File: config.mk
export PLATFORM = sky130hd
export DESIGN_NAME = fir_coef_load_ctrl_flat
export DESIGN_NICKNAME = d
export VERILOG_FILES = /design/src/rtl/fir_coef_load_ctrl_if.sv /design/src/rtl/fir_coef_load_ctrl.sv /design/src/flat_wrapper.sv
export SDC_FILE = /design/constraint.sdc
export NUM_CORES = 1
export LEC_CHECK = 0
export BUFFER_PORTS_ARGS = -buffer_cell sky130_fd_sc_hd__buf_2
export CAP_MARGIN = 5
export CORE_AREA = 2 2 75 77
export CTS_CLUSTER_DIAMETER = 30
export CTS_CLUSTER_SIZE = 25
export DETAILED_ROUTE_END_ITERATION = 10
export DIE_AREA = 0 0 77 79
export GPL_ROUTABILITY_DRIVEN = 0
export GPL_TIMING_DRIVEN = 0
export PLACE_DENSITY = 0.82
export SKIP_LAST_GASP = 1
export SLEW_MARGIN = 20
export SYNTH_ARGS = -nofsm -noshare
export SYNTH_HDL_FRONTEND = slang
export SYNTH_SLANG_ARGS = --single-unit
File: constraint.sdc
create_clock -name clock_50 -period 2.7 [get_ports clock_50]
set_input_delay 0.405 -clock clock_50 [delete_from_list [all_inputs] [get_ports clock_50]]
set_output_delay 0.405 -clock clock_50 [all_outputs]
set_load 0.03 [all_outputs]
File: src/rtl/fir_coef_load_ctrl_if.sv
// Coefficient bus between the coefficient source, the load controller and the
// FIR coefficient write port. The master is the coefficient source and FIR side.
// The slave is the load controller.
interface fir_coef_load_ctrl_if #(
  parameter int COEF_W = 16,
  parameter int ADDR_W = 6
);
  logic              coef_valid;
  logic [COEF_W-1:0] coef_data;
  logic              coef_ready;
  logic              coef_wr_en;
  logic [ADDR_W-1:0] coef_wr_addr;
  logic [COEF_W-1:0] coef_wr_data;

  modport master (
    output coef_valid, coef_data,
    input  coef_ready, coef_wr_en, coef_wr_addr, coef_wr_data
  );

  modport slave (
    input  coef_valid, coef_data,
    output coef_ready, coef_wr_en, coef_wr_addr, coef_wr_data
  );
endinterface

File: src/rtl/fir_coef_load_ctrl.sv
// Sequencer for the 57-tap FIR. It loads a coefficient set from a valid/ready
// stream into the FIR write port. It then flushes the FIR pipeline with zeros
// and gates raw samples into the FIR. It flags dout_valid once every tap holds
// a post-load sample.
module fir_coef_load_ctrl #(
  parameter int NTAPS       = 57,
  parameter int COEF_W      = 16,
  parameter int DATA_W      = 16,
  parameter int ADDR_W      = 6,
  parameter int FILL_CYCLES = 58
) (
  input  logic              clock_50,
  input  logic              reset_n,
  input  logic              cfg_start,
  input  logic              run_en,
  input  logic [DATA_W-1:0] s_data,
  output logic [DATA_W-1:0] fir_x,
  output logic              dout_valid,
  output logic              busy,
  output logic              load_done,
  fir_coef_load_ctrl_if.slave coef_bus
);

  localparam int                CNT_W     = $clog2(FILL_CYCLES + 1);
  localparam logic [ADDR_W-1:0] LAST_IDX  = ADDR_W'(NTAPS - 1);
  localparam logic [CNT_W-1:0]  FILL_LAST = CNT_W'(FILL_CYCLES - 1);
  localparam logic [CNT_W-1:0]  FILL_FULL = CNT_W'(FILL_CYCLES);

  typedef enum logic [1:0] {IDLE, LOAD, FLUSH, RUN} state_t;

  state_t            state;
  state_t            state_next;
  logic [ADDR_W-1:0] idx;
  logic [CNT_W-1:0]  fill_cnt;
  logic              beat;
  logic              last_beat;

  // A beat is accepted only while loading, because coef_ready is high only in LOAD.
  assign beat      = coef_bus.coef_valid && (state == LOAD);
  assign last_beat = beat && (idx == LAST_IDX);

  // State register.
  always_ff @(posedge clock_50 or negedge reset_n) begin
    if (!reset_n) state <= IDLE;
    else          state <= state_next;
  end

  // Next-state logic. cfg_start has priority over run_en, and a load always runs to completion.
  always_comb begin
    state_next = state;
    case (state)
      IDLE: begin
        if (cfg_start)   state_next = LOAD;
        else if (run_en) state_next = FLUSH;
      end
      LOAD: begin
        if (last_beat) state_next = FLUSH;
      end
      FLUSH: begin
        if (fill_cnt == FILL_LAST) state_next = run_en ? RUN : IDLE;
      end
      RUN: begin
        if (cfg_start)    state_next = LOAD;
        else if (!run_en) state_next = IDLE;
      end
      default: state_next = IDLE;
    endcase
  end

  // Status outputs decoded from the state.
  always_comb begin
    coef_bus.coef_ready = (state == LOAD);
    busy                = (state == LOAD) || (state == FLUSH);
    load_done           = last_beat;
    dout_valid          = (state == RUN) && (fill_cnt == FILL_FULL);
  end

  // Write index. It restarts at 0 on every load and advances only on accepted beats.
  always_ff @(posedge clock_50 or negedge reset_n) begin
    if (!reset_n)           idx <= '0;
    else if (state != LOAD) idx <= '0;
    else if (beat)          idx <= idx + ADDR_W'(1);
  end

  // Shared flush/fill counter. It clears on every state change and saturates at FILL_CYCLES in RUN.
  always_ff @(posedge clock_50 or negedge reset_n) begin
    if (!reset_n)
      fill_cnt <= '0;
    else if (state_next != state)
      fill_cnt <= '0;
    else if ((state == FLUSH) || ((state == RUN) && (fill_cnt != FILL_FULL)))
      fill_cnt <= fill_cnt + CNT_W'(1);
  end

  // Registered coefficient write port. It is written one cycle after each accepted beat.
  always_ff @(posedge clock_50 or negedge reset_n) begin
    if (!reset_n) begin
      coef_bus.coef_wr_en   <= 1'b0;
      coef_bus.coef_wr_addr <= '0;
      coef_bus.coef_wr_data <= '0;
    end else begin
      coef_bus.coef_wr_en <= beat;
      if (beat) begin
        coef_bus.coef_wr_addr <= idx;
        coef_bus.coef_wr_data <= coef_bus.coef_data;
      end
    end
  end

  // Sample gate. Samples pass only while staying in RUN, so fir_x is zero the cycle after RUN is left.
  always_ff @(posedge clock_50 or negedge reset_n) begin
    if (!reset_n)                                   fir_x <= '0;
    else if ((state == RUN) && (state_next == RUN)) fir_x <= s_data;
    else                                            fir_x <= '0;
  end

endmodule
File: src/flat_wrapper.sv
// flat-port wrapper written by rule: the top's interface ports become plain ports
module fir_coef_load_ctrl_flat 
#(
  parameter int NTAPS       = 57,
  parameter int COEF_W      = 16,
  parameter int DATA_W      = 16,
  parameter int ADDR_W      = 6,
  parameter int FILL_CYCLES = 58
)
  (clock_50, reset_n, cfg_start, run_en, s_data, fir_x, dout_valid, busy, load_done, coef_bus_coef_valid, coef_bus_coef_data, coef_bus_coef_ready, coef_bus_coef_wr_en, coef_bus_coef_wr_addr, coef_bus_coef_wr_data);
  fir_coef_load_ctrl_if #(.COEF_W(COEF_W), .ADDR_W(ADDR_W)) coef_bus_i ();
  input  logic clock_50;
  input  logic reset_n;
  input  logic cfg_start;
  input  logic run_en;
  input  logic [DATA_W-1:0] s_data;
  output logic [DATA_W-1:0] fir_x;
  output logic dout_valid;
  output logic busy;
  output logic load_done;
  input wire logic [$bits(coef_bus_i.coef_valid)-1:0] coef_bus_coef_valid;
  input wire logic [$bits(coef_bus_i.coef_data)-1:0] coef_bus_coef_data;
  output wire logic [$bits(coef_bus_i.coef_ready)-1:0] coef_bus_coef_ready;
  output wire logic [$bits(coef_bus_i.coef_wr_en)-1:0] coef_bus_coef_wr_en;
  output wire logic [$bits(coef_bus_i.coef_wr_addr)-1:0] coef_bus_coef_wr_addr;
  output wire logic [$bits(coef_bus_i.coef_wr_data)-1:0] coef_bus_coef_wr_data;
  assign coef_bus_i.coef_valid = coef_bus_coef_valid;
  assign coef_bus_i.coef_data = coef_bus_coef_data;
  assign coef_bus_coef_ready = coef_bus_i.coef_ready;
  assign coef_bus_coef_wr_en = coef_bus_i.coef_wr_en;
  assign coef_bus_coef_wr_addr = coef_bus_i.coef_wr_addr;
  assign coef_bus_coef_wr_data = coef_bus_i.coef_wr_data;
  fir_coef_load_ctrl #(.NTAPS(NTAPS), .COEF_W(COEF_W), .DATA_W(DATA_W), .ADDR_W(ADDR_W), .FILL_CYCLES(FILL_CYCLES)) u_core (.clock_50(clock_50), .reset_n(reset_n), .cfg_start(cfg_start), .run_en(run_en), .s_data(s_data), .fir_x(fir_x), .dout_valid(dout_valid), .busy(busy), .load_done(load_done), .coef_bus(coef_bus_i));
endmodule
==> metrics <==
status finished clean; clock slew at reported path FFs 0.10 ns; CTS HTree Levels 2; first-pass GRT wire length 8510 um; Post-Syn Area 0.00253 mm2; clock root buffer clkbuf_8; Seq/Total Area, Yosys 52.3%; grt ovf 0; CP required 2.30 ns; RSZ-0062 raised after global routing no; Die H 79 um; worst path cell trace ha_1 > clkbuf_2 > clkbuf_2 > and3_1 > buf_2; setup_tns 0 ns; commonest cells in the netlist dfrtp_1, nand2_1, mux2_2; Ports 80; routed vias about 1900; IO buf count 78; Fill cells 459; met1 Resource Use GR 21.7%; area grow syn2layout 23.0%; final worst path period need 2.41 ns; actual slew at the worst max-slew pin ~0.7 ns; global route hottest layer met2; initial antenna violation count 0; crit path to dout_valid; Vias/cell 5.10; Final Instance Area 0.00312 mm2; FF+latch count, synth 53; insertion delay to the later sink of the worst-skew pair 0.30 ns; multi-input logic area around 0.0011 mm2; drt drc 0; Setup CP Type reg -> out; Crit path top cell by count clkbuf_2; # Post-CTS Setup Buffers 0; FMAX 414 MHz; worst path arrival time 2.01 ns; antenna diode count 0; Avg Cell Area, Syn 12.3 um2; fin. max-slew vios 0; Initial Util roughly 47%; TritonCTS clock tree done; DR pass1 iterations 4; final setup fails 0; Synth Net Count 252; WL final roughly 5000 um; Worst VDD drop between 0.0004 and 0.0005 V; CTS Buf Count 5; WL per Instance 13.6 um; switching share of power 45.2%; Row Count 27; ys flop type dfrtp_1; Worst R2R Path Depth 6; vias in the first global route 1921; Yosys Warn Count 0; Crit Reg-Reg Startpoint u_core.state[0]; slew margin rel. 52.3%; Final Hold Viols 0; CP peak stage delay ~0.53 ns; Critical path origin u_core.state[0]; CP startpoint kind register; Synth cell types 45; DP Area 0.00302 mm2; net switching power figure 1.45 mW; fin crit share 89.4%; leading area contributor after synthesis dfrtp_1; critical path's slowest cell dfrtp_1; Routed Antenna Nets 0; total track usage between 10% and 20%; width of the die 77 um; Pwr per Cell Area about 1000 mW/mm2; MaxCap Viol Count 0; nets@finish 337; top-count cell post-synth dfrtp_1; Post-synth ARST share 100%; Setup crit end kind output port; Post-Synthesis Cells 206; Worst Hold Slack 0.109 ns; Clock Power Share 14.3%; R2R setup slack 0.39 ns; Pint 1.75 mW; CP Max Fanout 10; layout cell share with drive strength beyond 1 between 40% and 50%; die area 0.00608 mm2; GR Layer Usage met3 4.43%; Synth area leaders dfrtp_1, mux2_2, ha_1; Comb power frac 52.0%; Clock Path Buffers 2; P_leak 1.54 nW; Reg area 0.00133 mm2; Sink Count 53; DRT iter0 DRCs 62; routing usage on met2 30.0%; core area 0.00534 mm2; largest net degree at the start of global routing 54; clock skew 0.0113 ns; share of power burned in registers 33.6%; EDFF count, synth 0; detailed-placement wirelength estimate 3730 um; top-area cell type share of the netlist area 52.3%; worst hold path type in -> async; reg-to-reg critical path endpoint u_core.fir_x[12]
-- cell type report --
cell class	instances	area share [%]
Sequential cell	53	42.6
Multi-Input combinational cell	132	35.3
Timing Repair Buffer	78	12.6
Tap cell	72	2.89
Clock buffer	6	2.65
Buffer	10	2.25
Inverter	11	1.32
Clock inverter	2	0.442
-- cells in the final DEF (no fill, tap or decap), types with 4 or more instances in the layout --
cell type / count
inv_1: 10
o21ai_0: 5
nor2_1: 11
ha_1: 9
dfrtp_1: 53
buf_6: 4
xor2_1: 6
nor4_1: 7
clkbuf_8: 6
mux2_2: 20
buf_2: 77
nor4_2: 8
nor3_1: 5
nand2_1: 22
-- power groups by stage --
stage	Combinational (mW)	Clock, mW	Sequential [mW]
2_1_floorplan	0.969	0	1.39
3_3_place_gp	1.63	0	1.08
3_5_place_dp	1.68	0	1.09
4_1_cts	1.68	0.475	1.08
5_1_grt	1.80	0.510	1.10
6_report	1.67	0.459	1.08
-- critical path: cells and delay by family, from the launching register on --
kind	cells	cell delay, ns
adder cells (fa/ha/maj)	1	0.28
AND/OR/NAND/NOR	1	0.20
flip-flops	1	0.53
buffers and inverters	3	0.70
-- kinds of logic (layout without fill, tap and decap cells) --
family / count (synthesis) / in the layout / share of synthesized area [%]
DFF: 53 / 53 / 52.3
muxes: 22 / 22 / 9.67
and+or+nand+nor: 70 / 70 / 17.7
buffers and inverters: 21 / 107 / 4.29
AOI/OAI and AO/OA: 22 / 22 / 8.49
adders and majority gates: 9 / 9 / 4.44
xor gates and xnor gates: 9 / 9 / 3.11
-- routing by layer --
layer / up-vias / part of all wire, % / wire length, um
met3: 6 / 6.1 / 299
met4: 0 / 0.87 / 43
met5: - / 0 / 0
li1: 896 / - / -
met2: 67 / 48 / 2370
met1: 886 / 45 / 2230
-- flip-flops by register name (all words and copies together), names as in the netlist --
register,cells
u_core.idx,6
u_core.fill_cnt,6
u_core.state,2
u_core.fir_x,16
u_core.coef_bus.coef_wr_data,16
u_core.coef_bus.coef_wr_en,1
u_core.coef_bus.coef_wr_addr,6
-- through the flow --
step	std cells	utilization, %	setup WS, ns	power, mW
after global routing	364	58.4	0.162	3.41
final	364	58.4	0.286	3.20
after detailed placement	356	56.5	0.340	2.77
after CTS	364	58.4	0.124	3.23
after global placement	356	56.5	0.323	2.71
after floorplan	206	-	0.371	2.36
-- what timing repair did --
item | 4_1_cts | 5_1_grt
endpoints found under the hold margin | 0 | 0
endpoints found under the setup margin | 1 | 1
hold buffers | 0 | 0
resized for setup | 1 | 2
-- how the worst min path moves through the flow --
| stage | slack [ns] | start | to |
|---|---|---|---|
| detailed placement | 0.48 | reset_n | u_core.coef_bus.coef_wr_data[13] |
| global route | 0.17 | reset_n | u_core.coef_bus.coef_wr_data[15] |
| floorplan | 0.11 | reset_n | u_core.coef_bus.coef_wr_addr[0] |
| global placement | 0.46 | u_core.coef_bus.coef_wr_addr[0] | u_core.coef_bus.coef_wr_addr[0] |
| CTS | 0.14 | reset_n | u_core.coef_bus.coef_wr_data[15] |
| finish | 0.11 | reset_n | u_core.coef_bus.coef_wr_data[15] |
(Power assumes the default switching activity.)
